==> config.mk <==
export PLATFORM = sky130hd
export DESIGN_NAME = breadboard_sweeper_flat
export DESIGN_NICKNAME = d
export VERILOG_FILES = /design/src/rtl/breadboard_sweeper_pkg.sv /design/src/rtl/breadboard_sweeper_if.sv /design/src/rtl/breadboard_sweeper_resp_buf.sv /design/src/rtl/breadboard_sweeper.sv /design/src/flat_wrapper.sv
export SDC_FILE = /design/constraint.sdc
export NUM_CORES = 1
export LEC_CHECK = 0
export ABC_CLOCK_PERIOD_IN_PS = 5700
export CORE_ASPECT_RATIO = 0.75
export CORE_UTILIZATION = 59
export DETAILED_ROUTE_END_ITERATION = 7
export HOLD_SLACK_MARGIN = 0.15
export PLACE_DENSITY_LB_ADDON = 0.3
export SYNTH_ARGS = -nofsm -noshare
export SYNTH_HDL_FRONTEND = slang
export SYNTH_SLANG_ARGS = --single-unit
==> constraint.sdc <==
create_clock -name clk -period 5.7 [get_ports clk]
set_input_delay 1.14 -clock clk [delete_from_list [all_inputs] [get_ports clk]]
set_output_delay 1.14 -clock clk [all_outputs]
set_load 0.05 [all_outputs]
==> src/rtl/breadboard_sweeper_pkg.sv <==
// Shared types, sizes and golden logic functions for the breadboard sweeper.
// The golden functions are only instantiated when BREADBOARD_SWEEP_CHECK_EN is defined.
package breadboard_pkg;

  typedef enum logic [1:0] {
    IDLE   = 2'd0,
    DRIVE  = 2'd1,
    SAMPLE = 2'd2,
    DONE   = 2'd3
  } sweep_state_t;

  localparam int NUM_VECTORS    = 16;
  localparam int RESP_W_DEFAULT = 10;

  function automatic logic golden_f0(input logic w, input logic x, input logic y, input logic z);
    return (w & ~x) | (x & y & ~z) | (~y & z);
  endfunction

  function automatic logic golden_f1(input logic w, input logic x, input logic y, input logic z);
    return (w & x) | (x & ~z) | (y & z);
  endfunction

  function automatic logic golden_f2(input logic w, input logic x, input logic y, input logic z);
    return (y & z) | (~w & ~y & ~z) | (~w & x & ~y) | (x & ~y & ~z)
         | (w & ~x & z) | (w & ~x & y);
  endfunction

  function automatic logic golden_f3(input logic w, input logic x, input logic y, input logic z);
    return (~w & x & ~y & ~z) | (~x & z) | (~w & ~x & y) | (w & ~y & z) | (w & ~x & ~y);
  endfunction

  // Index order is {w,x,y,z}; result is {f3,f2,f1,f0} to line up with r_i[3:0].
  function automatic logic [3:0] golden_resp(input logic [3:0] v);
    return {golden_f3(v[3], v[2], v[1], v[0]), golden_f2(v[3], v[2], v[1], v[0]),
            golden_f1(v[3], v[2], v[1], v[0]), golden_f0(v[3], v[2], v[1], v[0])};
  endfunction

endpackage

==> src/rtl/breadboard_sweeper_if.sv <==
// Control, stimulus, response and readback bundle between a sweep controller and its user.
interface breadboard_sweeper_if #(
  parameter int RESP_W = 10
);
  logic              start;
  logic              abort;
  logic              w;
  logic              x;
  logic              y;
  logic              z;
  logic [RESP_W-1:0] r_i;
  logic              busy;
  logic              done;
  logic [3:0]        vec_idx;
  logic [3:0]        rd_addr;
  logic [RESP_W-1:0] rd_data;
  logic [RESP_W-1:0] signature;
  logic [4:0]        mismatch_cnt;

  modport master (
    output start, abort, r_i, rd_addr,
    input  w, x, y, z, busy, done, vec_idx, rd_data, signature, mismatch_cnt
  );

  modport slave (
    input  start, abort, r_i, rd_addr,
    output w, x, y, z, busy, done, vec_idx, rd_data, signature, mismatch_cnt
  );
endinterface

==> src/rtl/breadboard_sweeper_resp_buf.sv <==
// 16-entry response buffer: one synchronous write port, one combinational read port.
// Deliberately not reset; contents are meaningful only once a sweep has written them.
module breadboard_resp_buf
  import breadboard_pkg::*;
#(
  parameter int RESP_W = RESP_W_DEFAULT
) (
  input  logic              clk,
  input  logic              i_wr_en,
  input  logic [3:0]        i_wr_addr,
  input  logic [RESP_W-1:0] i_wr_data,
  input  logic [3:0]        i_rd_addr,
  output logic [RESP_W-1:0] o_rd_data
);

  logic [RESP_W-1:0] r_mem [NUM_VECTORS];

  always_ff @(posedge clk) begin
    if (i_wr_en) r_mem[i_wr_addr] <= i_wr_data;
  end

  assign o_rd_data = r_mem[i_rd_addr];

endmodule

==> src/rtl/breadboard_sweeper.sv <==
// Sweeps all 16 {w,x,y,z} vectors, captures responses and folds them into a signature.
// Optional golden compare of r_i[3:0] enabled by BREADBOARD_SWEEP_CHECK_EN.
//
// state  | meaning
// IDLE   | waiting for start, outputs parked
// DRIVE  | holding vec_idx on wxyz for SETTLE_CYCLES cycles
// SAMPLE | one cycle; capture r_i into buffer and signature
// DONE   | sweep complete, done held until next start
module breadboard_sweeper
  import breadboard_pkg::*;
#(
  parameter int SETTLE_CYCLES = 4,
  parameter int RESP_W        = RESP_W_DEFAULT
) (
  input  logic                 clk,
  input  logic                 rst_n,
  breadboard_sweeper_if.slave  bus
);

  localparam logic [7:0] SETTLE_LAST = 8'(SETTLE_CYCLES - 1);

  sweep_state_t      r_state;
  logic [7:0]        r_settle_cnt;
  logic [3:0]        r_vec_idx;
  logic [3:0]        r_wxyz;
  logic              r_busy;
  logic              r_done;
  logic [RESP_W-1:0] r_sig;
  logic [4:0]        r_mis_cnt;
  logic              w_wr_en;
  logic [RESP_W-1:0] w_rd_data;

  // An abort arriving in SAMPLE wins, so that vector is not stored.
  assign w_wr_en = (r_state == SAMPLE) && !bus.abort;

  always_ff @(posedge clk or negedge rst_n) begin
    if (!rst_n) begin
      r_state      <= IDLE;
      r_settle_cnt <= '0;
      r_vec_idx    <= '0;
      r_wxyz       <= '0;
      r_busy       <= 1'b0;
      r_done       <= 1'b0;
      r_sig        <= '0;
      r_mis_cnt    <= '0;
    end else begin
      case (r_state)
        IDLE, DONE: begin
          if (bus.start) begin
            r_state      <= DRIVE;
            r_settle_cnt <= '0;
            r_vec_idx    <= '0;
            r_wxyz       <= '0;
            r_sig        <= '0;
            r_mis_cnt    <= '0;
            r_done       <= 1'b0;
            r_busy       <= 1'b1;
          end
        end
        DRIVE, SAMPLE: begin
          if (bus.abort) begin
            r_state      <= IDLE;
            r_settle_cnt <= '0;
            r_vec_idx    <= '0;
            r_wxyz       <= '0;
            r_busy       <= 1'b0;
            r_done       <= 1'b0;
          end else if (r_state == DRIVE) begin
            if (r_settle_cnt == SETTLE_LAST) begin
              r_state      <= SAMPLE;
              r_settle_cnt <= '0;
            end else begin
              r_settle_cnt <= r_settle_cnt + 8'd1;
            end
          end else begin
            r_sig <= {r_sig[RESP_W-2:0], r_sig[RESP_W-1]} ^ bus.r_i;
`ifdef BREADBOARD_SWEEP_CHECK_EN
            if ((golden_resp(r_wxyz) != bus.r_i[3:0]) && (r_mis_cnt != 5'd16))
              r_mis_cnt <= r_mis_cnt + 5'd1;
`endif
            if (r_vec_idx == 4'd15) begin
              r_state <= DONE;
              r_busy  <= 1'b0;
              r_done  <= 1'b1;
            end else begin
              r_state      <= DRIVE;
              r_settle_cnt <= '0;
              r_vec_idx    <= r_vec_idx + 4'd1;
              r_wxyz       <= r_vec_idx + 4'd1;
            end
          end
        end
        default: r_state <= IDLE;
      endcase
    end
  end

  breadboard_resp_buf #(.RESP_W(RESP_W)) u_resp_buf (
    .clk       (clk),
    .i_wr_en   (w_wr_en),
    .i_wr_addr (r_vec_idx),
    .i_wr_data (bus.r_i),
    .i_rd_addr (bus.rd_addr),
    .o_rd_data (w_rd_data)
  );

  assign bus.w            = r_wxyz[3];
  assign bus.x            = r_wxyz[2];
  assign bus.y            = r_wxyz[1];
  assign bus.z            = r_wxyz[0];
  assign bus.busy         = r_busy;
  assign bus.done         = r_done;
  assign bus.vec_idx      = r_vec_idx;
  assign bus.rd_data      = w_rd_data;
  assign bus.signature    = r_sig;
`ifdef BREADBOARD_SWEEP_CHECK_EN
  assign bus.mismatch_cnt = r_mis_cnt;
`else
  assign bus.mismatch_cnt = 5'd0;
`endif

endmodule

==> src/flat_wrapper.sv <==
// flat-port wrapper written by rule: the top's interface ports become plain ports
module breadboard_sweeper_flat import breadboard_pkg::*;
#(
  parameter int SETTLE_CYCLES = 4,
  parameter int RESP_W        = RESP_W_DEFAULT
)
  (clk, rst_n, bus_start, bus_abort, bus_r_i, bus_rd_addr, bus_w, bus_x, bus_y, bus_z, bus_busy, bus_done, bus_vec_idx, bus_rd_data, bus_signature, bus_mismatch_cnt);
  breadboard_sweeper_if #(.RESP_W(RESP_W)) bus_i ();
  input  logic clk;
  input  logic rst_n;
  input wire logic [$bits(bus_i.start)-1:0] bus_start;
  input wire logic [$bits(bus_i.abort)-1:0] bus_abort;
  input wire logic [$bits(bus_i.r_i)-1:0] bus_r_i;
  input wire logic [$bits(bus_i.rd_addr)-1:0] bus_rd_addr;
  output wire logic [$bits(bus_i.w)-1:0] bus_w;
  output wire logic [$bits(bus_i.x)-1:0] bus_x;
  output wire logic [$bits(bus_i.y)-1:0] bus_y;
  output wire logic [$bits(bus_i.z)-1:0] bus_z;
  output wire logic [$bits(bus_i.busy)-1:0] bus_busy;
  output wire logic [$bits(bus_i.done)-1:0] bus_done;
  output wire logic [$bits(bus_i.vec_idx)-1:0] bus_vec_idx;
  output wire logic [$bits(bus_i.rd_data)-1:0] bus_rd_data;
  output wire logic [$bits(bus_i.signature)-1:0] bus_signature;
  output wire logic [$bits(bus_i.mismatch_cnt)-1:0] bus_mismatch_cnt;
  assign bus_i.start = bus_start;
  assign bus_i.abort = bus_abort;
  assign bus_i.r_i = bus_r_i;
  assign bus_i.rd_addr = bus_rd_addr;
  assign bus_w = bus_i.w;
  assign bus_x = bus_i.x;
  assign bus_y = bus_i.y;
  assign bus_z = bus_i.z;
  assign bus_busy = bus_i.busy;
  assign bus_done = bus_i.done;
  assign bus_vec_idx = bus_i.vec_idx;
  assign bus_rd_data = bus_i.rd_data;
  assign bus_signature = bus_i.signature;
  assign bus_mismatch_cnt = bus_i.mismatch_cnt;
  breadboard_sweeper #(.SETTLE_CYCLES(SETTLE_CYCLES), .RESP_W(RESP_W)) u_core (.clk(clk), .rst_n(rst_n), .bus(bus_i));
endmodule
-- After elaboration in Yosys (flattened, before gate mapping)
Memories as Yosys holds them, arrays and structs flattened.
Index checks and enable logic that the tools add are counted.
- add/sub/neg operators: 2
- reductions and logical operators: 10
- mux-type cells: 33
- bitwise operators: 1
- equality and inequality tests: 13
- operators by type and width (cell ; count):
    8-bit 2-to-1 mux ; 5
    10-bit 2-to-1 mux ; 3
    10-bit case mux with 2 select lines ; 1
    4-bit 2-to-1 mux ; 4
    8-bit case mux with 2 select lines ; 1
    1-bit 2-to-1 mux ; 10
    2-bit 2-to-1 mux ; 5
    10-bit XOR ; 1
    3-bit AND reduction ; 3
    8-bit by 1-bit adder with 8-bit output, second input constant ; 1
    8-bit by 2-bit equality test with 1-bit output, second input constant ; 1
    4-bit case mux with 2 select lines ; 1
    2-bit != test, second input constant ; 3
    3-bit != test, second input constant ; 2
    4-bit by 1-bit adder with 4-bit output, second input constant ; 1
    2-bit equality test, second input constant ; 2
    4-bit equality test, second input constant ; 1
    4-bit by 3-bit != test with 1-bit output, second input constant ; 1
    4-bit != test, second input constant ; 1
    1-bit case mux with 2 select lines ; 2
    2-bit case mux with 2 select lines ; 1
    2-bit AND reduction ; 2
    2-bit OR reduction ; 2
    3-bit by 2-bit != test with 1-bit output, second input constant ; 1
    4 further kinds ; 4
- register bits after elaboration: 26
- bits in writable memories: 160
- memories kept: 1
- output and inout bits: 35
- input port bits: 18
- memories (name ; depth ; width ; rd ports ; clocked after memory_dff ; wr ports ; line ; source):
    u_core.u_resp_buf.r_mem ; 16 ; 10 ; 1 ; 0 ; 1 ; breadboard_sweeper_resp_buf.sv:16 ; logic [RESP_W-1:0] r_mem [NUM_VECTORS];

-- Logic depth before layout (Yosys ltp)
Gate-level depths: netlist of the first run.
- word-level depth: 5
- depth in mapped cells: 7
- depth with buffers taken out: 6

-- By module
A second synthesis of the first run with hierarchy kept.
- cells, all modules: 417
- area total of the unflattened synthesis: 7596.0 um^2
- by module, submodules not included (module ; cells each ; area each (um^2) ; seq. area each (um^2) ; times used):
    breadboard_resp_buf ; 269 ; 6153.4 ; 4804.6 ; 1
    breadboard_sweeper ; 148 ; 1442.6 ; 650.6 ; 1

-- Least setup slack after synthesis of the first run
Ideal clock, no wire load.
- path type: input to output
- start: input bus_rd_addr[0]
- end: output bus_rd_data[0]
- data arrival time: 2.408 ns
- stages: 5
- setup slack: 2.152 ns
- data required time: 4.560 ns
- cell sequence: buf_6 buf_6 mux4_1 a22oi_1 nand2_1
- longest elaborated chain between the ends: 1
- RTL lines (element ; line ; source):
    start, declared ; flat_wrapper.sv:14 ; input wire logic [$bits(bus_i.rd_addr)-1:0] bus_rd_addr;
    memory read 16 x 10 bit ; - ;
    end, declared ; flat_wrapper.sv:22 ; output wire logic [$bits(bus_i.rd_data)-1:0] bus_rd_data;
No other way between the ends.

-- Worst setup path after layout of the first run
- start: input bus_rd_addr[1]
- end: output bus_rd_data[8]
The elaborated chain is that of the path after synthesis.

==> results.json, run 1 <==
{
  "status": "finished, final reports clean",
  "dieArea_mm2": 0.01346,
  "synth_area_leaders": "edfxtp_1 (63%), dfrtp_1 (8.5%), mux4_2 (8.2%)",
  "cts_root_buf": "clkbuf_16",
  "rsz0062_at_grt": "no",
  "firstDrtPassIters": 7,
  "tns_ps": 0,
  "diodes": 0,
  "syn_area_per_cell_um2": 17.95,
  "period_share_pct": 79.10,
  "postCtsSetupBuffers": 0,
  "pwr-share-comb_pct": 20.0,
  "hold_buffers": 0,
  "final_area_mm2": 0.008866,
  "critPathMaxStageDelay_ps": 720,
  "hold_class": "flip-flop to flip-flop",
  "worst_setup_path_start_kind": "primary input",
  "start_util_pct": 61.42,
  "syn_to_final_growth_pct": 15.65,
  "synth_top_cell_by_area": "edfxtp_1",
  "yosysSeqAreaShare_pct": 71.16,
  "synth_cells": 427,
  "skew_ps": 9.698,
  "cp.required_ps": 4560,
  "htreeDepth": 4,
  "io_pins": 53,
  "power.density_mw_per_mm2": 392.2,
  "yosys.area.top_type_share_pct": 62.67,
  "grt_pass1_wl_um": 24380,
  "grt_max_degree": 41,
  "synth_cell_types": 43,
  "wl_per_cell_um": 24.75,
  "port_buffers": 47,
  "min_period_ps": 4509,
  "cts.sinks": 186,
  "overflow": 0,
  "grt_pass1_vias": 4027,
  "path_class": "primary input to output pin",
  "crit_arrival_ps": 3370,
  "cts_tree": "built",
  "finalWirelength_um": 16280,
  "cp_max_fo": 40,
  "synthArstFlopShare_pct": 13.98,
  "end_kind": "output pin",
  "num_vias": 4211,
  "clk_pin_slew_ps": 70,
  "finalNetCount": 504,
  "drtIter0Drc": 512,
  "avgViaCountPerCell": 6.400,
  "max_clock_freq_mhz": 221.8,
  "dpl.hpwl_um": 9756,
  "ys.flop_type": "edfxtp_1",
  "synth-edff-count": 160,
  "core_mm2": 0.01248,
  "power_leakage_nw": 2.997,
  "gp_congestion": 0.7961,
  "post_cts_resize_count": 0,
  "slowest_stage": "buf_2",
  "clockPowerShare_pct": 33.9,
  "yosys-top-cells-count": "edfxtp_1 (160), nand2_1 (30), mux4_2 (28)",
  "slew_headroom_pct": 14.13,
  "power.internal_mw": 2.437,
  "post-route-drc-count": 0,
  "clk_latency_ps": 430,
  "yosysWarnings": 0,
  "finalMaxSlewViolations": 0,
  "p_sw_share_pct": 29.93,
  "cts.path.max_buffers": 2,
  "worstPathCellList": "buf_2 > mux4_2 > a22oi_1 > nand2_1 > clkdlybuf4s50_1",
  "cts_buffers": 17,
  "pwr-share-seq_pct": 46.1,
  "placed_cell_area_mm2": 0.008274,
  "layout-drive-gt1-share_pct": 16.46,
  "rows": 35,
  "synthesis.area_mm2": 0.007666,
  "drv_cap": 0,
  "setup_viol": 0,
  "grt_antenna_before_repair": 0,
  "p_switching_mw": 1.041,
  "ys_ff_latch": 186,
  "tightest_slew_ps": 1279,
  "grt_util_all_layers_pct": 26.14,
  "post-route-util_pct": 71.04,
  "ir_drop_mv": 0.3572,
  "die_w_um": 133.6,
  "finalHoldViolations": 0,
  "ant_nets": 0,
  "die_y_um": 100.7,
  "synth_most_common_cell": "edfxtp_1"
}
registers in the layout (all words and copies together), names as in the netlist:
signal and count:
u_core.bus.signature 10, u_core.bus.vec_idx 4, u_core.r_state 2, u_core.u_resp_buf.r_mem 160, u_core.bus.done 1, u_core.r_settle_cnt 8, u_core.bus.busy 1
routing by layer:
| metal | GRT usage (%) | part of all wire (%) | vias to the layer above |
|---|---|---|---|
| met2 | 38.50 | 46 | 224 |
| met5 | 0 | 0 | - |
| met4 | 8.479 | 1.9 | 0 |
| met3 | 7.893 | 9.5 | 26 |
| met1 | 37.87 | 43 | 2161 |
| li1 | - | - | 1800 |
final timing paths:
check                           slack [ps]                       to  depth (start not counted)              start
worst max-delay path                  1190           bus_rd_data[8]                          5     bus_rd_addr[1]
worst min-delay path                   530        u_core.r_state[1]                          1  u_core.r_state[1]
worst max register to register        3050  u_core.bus.signature[7]                          6  u_core.r_state[0]
worst min register to register         530        u_core.r_state[1]                          1  u_core.r_state[1]
max in group asynchronous             3650    u_core.bus.vec_idx[3]                          1              rst_n
min in group asynchronous             1340          u_core.bus.busy                          1              rst_n
metrics by stage:
step | cells | hold WS [ps] | total power, mW | setup slack (ps)
finish | 658 | 528.9 | 3.477 | 1191
global route | 658 | 564.0 | 3.601 | 1094
CTS | 658 | 533.9 | 3.486 | 1168
detailed placement | 626 | 508.6 | 2.320 | 1201
global placement | 626 | 507.4 | 2.304 | 1238
floorplan | 431 | 489.5 | 2.122 | 2152
critical path, delay by kind of cell:
kind / cells / cell delay (ps)
buffers and inverters: 2 / 1440
muxes: 1 / 410
and+or+nand+nor: 1 / 140
AOI/OAI and AO/OA: 1 / 220
power by group through the flow:
stage	Combinational, mW	Clock, mW	Sequential [mW]
2_1_floorplan	0.384	0	1.74
3_3_place_gp	0.677	0	1.63
3_5_place_dp	0.691	0	1.63
4_1_cts	0.697	1.19	1.60
5_1_grt	0.748	1.24	1.61
6_report	0.697	1.18	1.60
cell type report:
| type | instances | area [µm²] |
|---|---|---|
| clock buffers | 17 | 425.4 |
| repair buffers | 57 | 548.0 |
| multi-input cells | 208 | 2032 |
| well taps | 166 | 207.7 |
| fillers | 757 | 3615 |
| inverters | 9 | 33.78 |
| clock inverters | 15 | 163.9 |
| flip-flops and latches | 186 | 5455 |
cells in the final DEF (no fill, tap or decap), types with 7 or more instances in the layout:
cell	count
dfrtp_1	26
buf_4	9
clkbuf_16	17
a22oi_1	20
clkdlybuf4s50_1	45
ha_1	7
o21ai_0	10
edfxtp_1	160
xnor2_1	10
nand3_1	8
inv_1	9
nor2_1	14
mux4_2	28
mux4_1	12
o31ai_1	11
nand2_1	30
cells by family after synthesis:
kind of cell / count (synthesis) / synth area share (%)
flops: 186 / 71.16
mux: 43 / 12.75
buf+inv: 37 / 2.758
fa+ha+maj: 7 / 1.142
compound gates: 60 / 5.516
other cells: 1 / 0.04892
simple gates: 83 / 5.484
xor+xnor: 10 / 1.142
Note: power is estimated with default switching activity, not from simulation.
==> run 2: changes to the inputs <==
--- a/config.mk
+++ b/config.mk
@@ -5,9 +5,9 @@
 export SDC_FILE = /design/constraint.sdc
 export NUM_CORES = 1
 export LEC_CHECK = 0
-export ABC_CLOCK_PERIOD_IN_PS = 5700
+export ABC_CLOCK_PERIOD_IN_PS = 4200
 export CORE_ASPECT_RATIO = 0.75
-export CORE_UTILIZATION = 59
+export CORE_UTILIZATION = 58
 export DETAILED_ROUTE_END_ITERATION = 7
 export HOLD_SLACK_MARGIN = 0.15
 export PLACE_DENSITY_LB_ADDON = 0.3
==> constraint.sdc (replaced) <==
create_clock -name clk -period 4.2 [get_ports clk]
set_input_delay 0.84 -clock clk [delete_from_list [all_inputs] [get_ports clk]]
set_output_delay 0.84 -clock clk [all_outputs]
set_load 0.05 [all_outputs]
==> run 2 against run 1 <==
Power grew 37%. Setup slack lost 590 ps. Sequential power increased by 36%. Sequential cell count unchanged. Critical path depth is the same.
==> results.json, run 2 (synthesis results as in run 1) <==
{
  "status": "finished, final reports clean",
  "cp_max_fo": 10,
  "die_y_um": 101.6,
  "power.density_mw_per_mm2": 534.3,
  "setup_viol": 0,
  "rows": 35,
  "grt_max_degree": 27,
  "ant_nets": 0,
  "drtIter0Drc": 386,
  "gp_congestion": 0.7908,
  "worst_setup_path_start_kind": "primary input",
  "post-route-util_pct": 70.69,
  "skew_ps": 15.74,
  "finalHoldViolations": 0,
  "worst_hold_slack_ps": 422.4,
  "cts_tree": "built",
  "num_vias": 4179,
  "max_clock_freq_mhz": 278.0,
  "overflow": 0,
  "grt_antenna_before_repair": 0,
  "postCtsSetupBuffers": 0,
  "dpl.hpwl_um": 10020,
  "ir_drop_mv": 0.5125,
  "finalMaxSlewViolations": 0,
  "hold_buffers": 0,
  "final_common_cell": "edfxtp_1",
  "htreeDepth": 4,
  "slowest_stage": "nor2b_1",
  "crit_arrival_ps": 2760,
  "power_leakage_nw": 3.035,
  "path_class": "primary input to output pin",
  "dieArea_mm2": 0.01369,
  "regMostFlops": "u_core.u_resp_buf.r_mem",
  "cp.required_ps": 3360,
  "largest_register_ffs": 160,
  "layout_common_cells": "edfxtp_1 (160), clkdlybuf4s50_1 (34), nand2_1 (30), mux4_2 (28), dfrtp_1 (26)",
  "tightest_slew_ps": 1165,
  "final_area_mm2": 0.008885,
  "clk_pin_slew_ps": 60,
  "end_kind": "output pin",
  "finalNetCount": 508,
  "finalWirelength_um": 16010,
  "cts.sinks": 186,
  "drv_cap": 0,
  "start_util_pct": 61.00,
  "layout-drive-gt1-share_pct": 18.59,
  "core_mm2": 0.01257,
  "worstPathCellList": "clkdlybuf4s50_1 > nor2b_1 > a22oi_1 > nand2_1 > buf_4",
  "post-route-drc-count": 0,
  "crit_buf_inv": 2,
  "port_buffers": 47,
  "grt_pass1_wl_um": 24330,
  "cts_root_buf": "clkbuf_16",
  "cts.path.max_buffers": 2,
  "p_total_mw": 4.747,
  "io_pins": 53,
  "cts_buffers": 17,
  "syn_to_final_growth_pct": 15.90,
  "slew_headroom_pct": 22.07,
  "hold_class": "primary input to asynchronous set/reset pin",
  "placed_cell_area_mm2": 0.008292,
  "period_share_pct": 85.66,
  "tns_ps": 0,
  "die_w_um": 134.8,
  "diodes": 0,
  "grt_util_all_layers_pct": 25.52,
  "path_delay_family": "simple AND/OR/NAND/NOR gates",
  "min_period_ps": 3598,
  "grt_pass1_vias": 4140,
  "critPathMaxStageDelay_ps": 800,
  "wl_per_cell_um": 24.23,
  "clk_latency_ps": 430,
  "avgViaCountPerCell": 6.322,
  "post_cts_resize_count": 0,
  "rsz0062_at_grt": "no",
  "firstDrtPassIters": 5
}
## run 2: cell types whose count changed in the layout (fill, tap and decap cells not counted), sizes merged
cell | previous run | this run
buf | 12 | 27
clkinv | 4 | 3
bufinv | 2 | 3
clkinvlp | 3 | 2
clkbuf | 17 | 19
clkdlybuf4s50 | 45 | 34
inv | 15 | 13
## run 2: worst paths after layout
kind | start | slack, ps | end | depth (start not counted)
max reg2reg | u_core.bus.vec_idx[0] | 1900 | u_core.u_resp_buf.r_mem[7][0] | 3
min reg2reg | u_core.r_settle_cnt[4] | 520 | u_core.r_settle_cnt[4] | 1
max in group asynchronous | rst_n | 3390 | u_core.bus.vec_idx[2] | 1
max | bus_rd_addr[3] | 600 | bus_rd_data[0] | 5
min in group clk | u_core.r_settle_cnt[4] | 520 | u_core.r_settle_cnt[4] | 1
min | rst_n | 420 | u_core.r_settle_cnt[0] | 1
## run 2: per-stage QoR
| stage | std cells | setup slack (ps) |
|---|---|---|
| floorplan | 431 | 1252 |
| global placement | 630 | 697.5 |
| detailed placement | 630 | 643.6 |
| CTS | 661 | 628.1 |
| global route | 661 | 474.2 |
| finish | 661 | 602.3 |
## run 2: report_power, final
part           switching, mW  internal [mW]  leakage, nW
logic                  0.621          0.330        0.964
registers             0.0800           2.09         1.78
clock network          0.680          0.944        0.286
total                   1.38           3.37         3.04
## run 2: layout make-up
class | count | area, µm²
flip-flops and latches | 186 | 5455
clock inverters | 12 | 165.2
fillers | 769 | 3684
well taps | 166 | 207.7
repair buffers | 61 | 560.5
clock buffers | 19 | 432.9
multi-input cells | 208 | 2029
inverters | 9 | 33.78
## run 2: layer usage
metal	vias up	track usage (%)	share of wire (%)
li1	1808	-	-
met2	197	38.07	46
met4	0	10.54	1.9
met1	2149	35.62	43
met3	25	7.658	8.3
met5	-	0	0
## run 2: worst register-to-register path, cell delays in order, from the launching register on
cell and delay, ps:
dfrtp_1 500, ha_1 360, nand3_1 170, nor2_1 890
==> run 3: changes to the inputs <==
--- a/config.mk
+++ b/config.mk
@@ -7,6 +7,7 @@
 export LEC_CHECK = 0
 export ABC_CLOCK_PERIOD_IN_PS = 4200
 export CORE_ASPECT_RATIO = 0.75
+export CORE_MARGIN = 2
 export CORE_UTILIZATION = 58
 export DETAILED_ROUTE_END_ITERATION = 7
 export HOLD_SLACK_MARGIN = 0.15
@@ -14,3 +15,4 @@
 export SYNTH_ARGS = -nofsm -noshare
 export SYNTH_HDL_FRONTEND = slang
 export SYNTH_SLANG_ARGS = --single-unit
+export TNS_END_PERCENT = 20
==> run 3 against run 2 <==
Utilization is 1.8 points lower. Sequential cell count stayed put. Die area up 3.5%. Non-clock buffer count is 6 higher. First-iteration DRC count up 47%. Combinational power up 1%. Critical path type unchanged. Power fell by 0.81%. Global-route usage barely moved. Cell count rose by 1.8%.
==> results.json, run 3 (synthesis results as in run 1) <==
{
  "status": "finished, final reports clean",
  "slowest_stage": "clkdlybuf4s50_1",
  "overflow": 0,
  "pwr-share-seq_pct": 46.2,
  "final_common_cell": "edfxtp_1",
  "diodes": 0,
  "grt_pass1_wl_um": 25700,
  "grt_pass1_vias": 4228,
  "post-route-drc-count": 0,
  "avgViaCountPerCell": 6.431,
  "rows": 36,
  "max_clock_freq_mhz": 306.1,
  "postCtsSetupBuffers": 0,
  "grt_util_all_layers_pct": 25.56,
  "path_class": "primary input to output pin",
  "worstPathCellList": "clkdlybuf4s50_1 > nor2_1 > buf_4 > a22oi_1 > nand2_1 > buf_4",
  "period_share_pct": 77.78,
  "largest_register_ffs": 160,
  "syn_to_final_growth_pct": 16.13,
  "hold_buffers": 0,
  "regMostFlops": "u_core.u_resp_buf.r_mem",
  "grt_antenna_before_repair": 0,
  "pwr-share-comb_pct": 20.5,
  "power_leakage_nw": 3.049,
  "drv_cap": 0,
  "htreeDepth": 4,
  "slew_headroom_pct": 52.63,
  "layout_common_cells": "edfxtp_1 (160), clkdlybuf4s50_1 (35), nand2_1 (30), buf_4 (29), mux4_2 (28)",
  "cpMostUsedCell": "buf_4",
  "power.density_mw_per_mm2": 528.9,
  "finalWirelength_um": 16910,
  "min_period_ps": 3267,
  "r2r-start": "u_core.r_state[0]",
  "io_pins": 53,
  "layout-drive-gt1-share_pct": 18.92,
  "fill_cells": 793,
  "port_buffers": 47,
  "critPathMaxStageDelay_ps": 460,
  "cts.sinks": 186,
  "ir_drop_mv": 0.4912,
  "dieArea_mm2": 0.01416,
  "gp_congestion": 0.8143,
  "skew_ps": 9.816,
  "p_total_mw": 4.709,
  "p_sw_share_pct": 29.86,
  "worst_hold_slack_ps": 536.0,
  "die_y_um": 103.6,
  "crit_buf_inv": 3,
  "cts_tree": "built",
  "finalMaxSlewViolations": 0,
  "tns_ps": 0,
  "finalNonFillerCells": 673,
  "drtIter0Drc": 566,
  "cp_max_fo": 6,
  "grt_max_degree": 41,
  "ant_nets": 0,
  "post_cts_resize_count": 0,
  "end_kind": "output pin",
  "finalHoldViolations": 0,
  "dp_cells": 641,
  "firstDrtPassIters": 7,
  "tightest_slew_ps": 708.3,
  "p_switching_mw": 1.406,
  "hold_class": "flip-flop to flip-flop",
  "wl_per_cell_um": 25.13,
  "finalNetCount": 514,
  "power.internal_mw": 3.302,
  "clockPowerShare_pct": 33.4,
  "hold_start": "u_core.bus.busy",
  "crit_arrival_ps": 2430,
  "cts_buffers": 17,
  "num_vias": 4328,
  "path_delay_family": "buffers and inverters",
  "die_w_um": 136.8,
  "core_mm2": 0.01293,
  "start_util_pct": 59.30,
  "worst_setup_path_start_kind": "primary input",
  "crit_path_start": "bus_rd_addr[2]",
  "cts.path.max_buffers": 2,
  "rsz0062_at_grt": "no",
  "clk_latency_ps": 430,
  "dpl.hpwl_um": 10380,
  "setup_viol": 0,
  "clk_pin_slew_ps": 70,
  "cp.required_ps": 3360,
  "cts_root_buf": "clkbuf_16"
}
==> run 3: per-layer routing <==
layer	vias up	global-route usage, %	wire length, µm
met5	-	0	0
met4	0	8.557	238
met3	29	4.454	1215
met2	207	38.04	8056
met1	2268	39.01	7403
li1	1824	-	-
==> run 3: metrics by stage <==
| step | worst slack, ps | instance area (µm²) | util, % |
|---|---|---|---|
| 2_1_floorplan | 1252 | 7681 | - |
| 3_3_place_gp | 978.6 | 8325 | 64.40 |
| 3_5_place_dp | 969.7 | 8325 | 64.40 |
| 4_1_cts | 953.4 | 8902 | 68.86 |
| 5_1_grt | 861.1 | 8902 | 68.86 |
| 6_report | 933.1 | 8902 | 68.86 |
==> run 3: layout make-up <==
class / instances / area [µm²] / area share (%)
repair buffers: 67 / 598.1 / 6.718
well taps: 171 / 214.0 / 2.403
flip-flops and latches: 186 / 5455 / 61.28
inverters: 9 / 33.78 / 0.3795
clock buffers: 18 / 429.2 / 4.821
clock inverters: 14 / 147.6 / 1.658
multi-input cells: 208 / 2024 / 22.74
==> run 3: final timing paths <==
check	slack, ps	end	cells after the start
max in group asynchronous	3180	u_core.bus.signature[6]	2
worst max register to register	1910	u_core.r_settle_cnt[2]	6
min in group asynchronous	770	u_core.r_settle_cnt[0]	2
worst max-delay path	930	bus_rd_data[0]	6
worst min register to register	540	u_core.bus.busy	2
worst min-delay path	540	u_core.bus.busy	2
==> run 3: worst min-delay path, stage by stage, from the launching register on <==
cell and delay, ps:
dfrtp_1 370, o21ai_0 80, nand2_1 60
==> run 3: power by group through the flow <==
stage	logic [mW]	registers, mW	clock network [mW]
finish	0.963	2.18	1.57
global route	1.03	2.19	1.66
floorplan	0.520	2.36	0
global placement	0.932	2.21	0
detailed placement	0.957	2.21	0
CTS	0.965	2.18	1.58
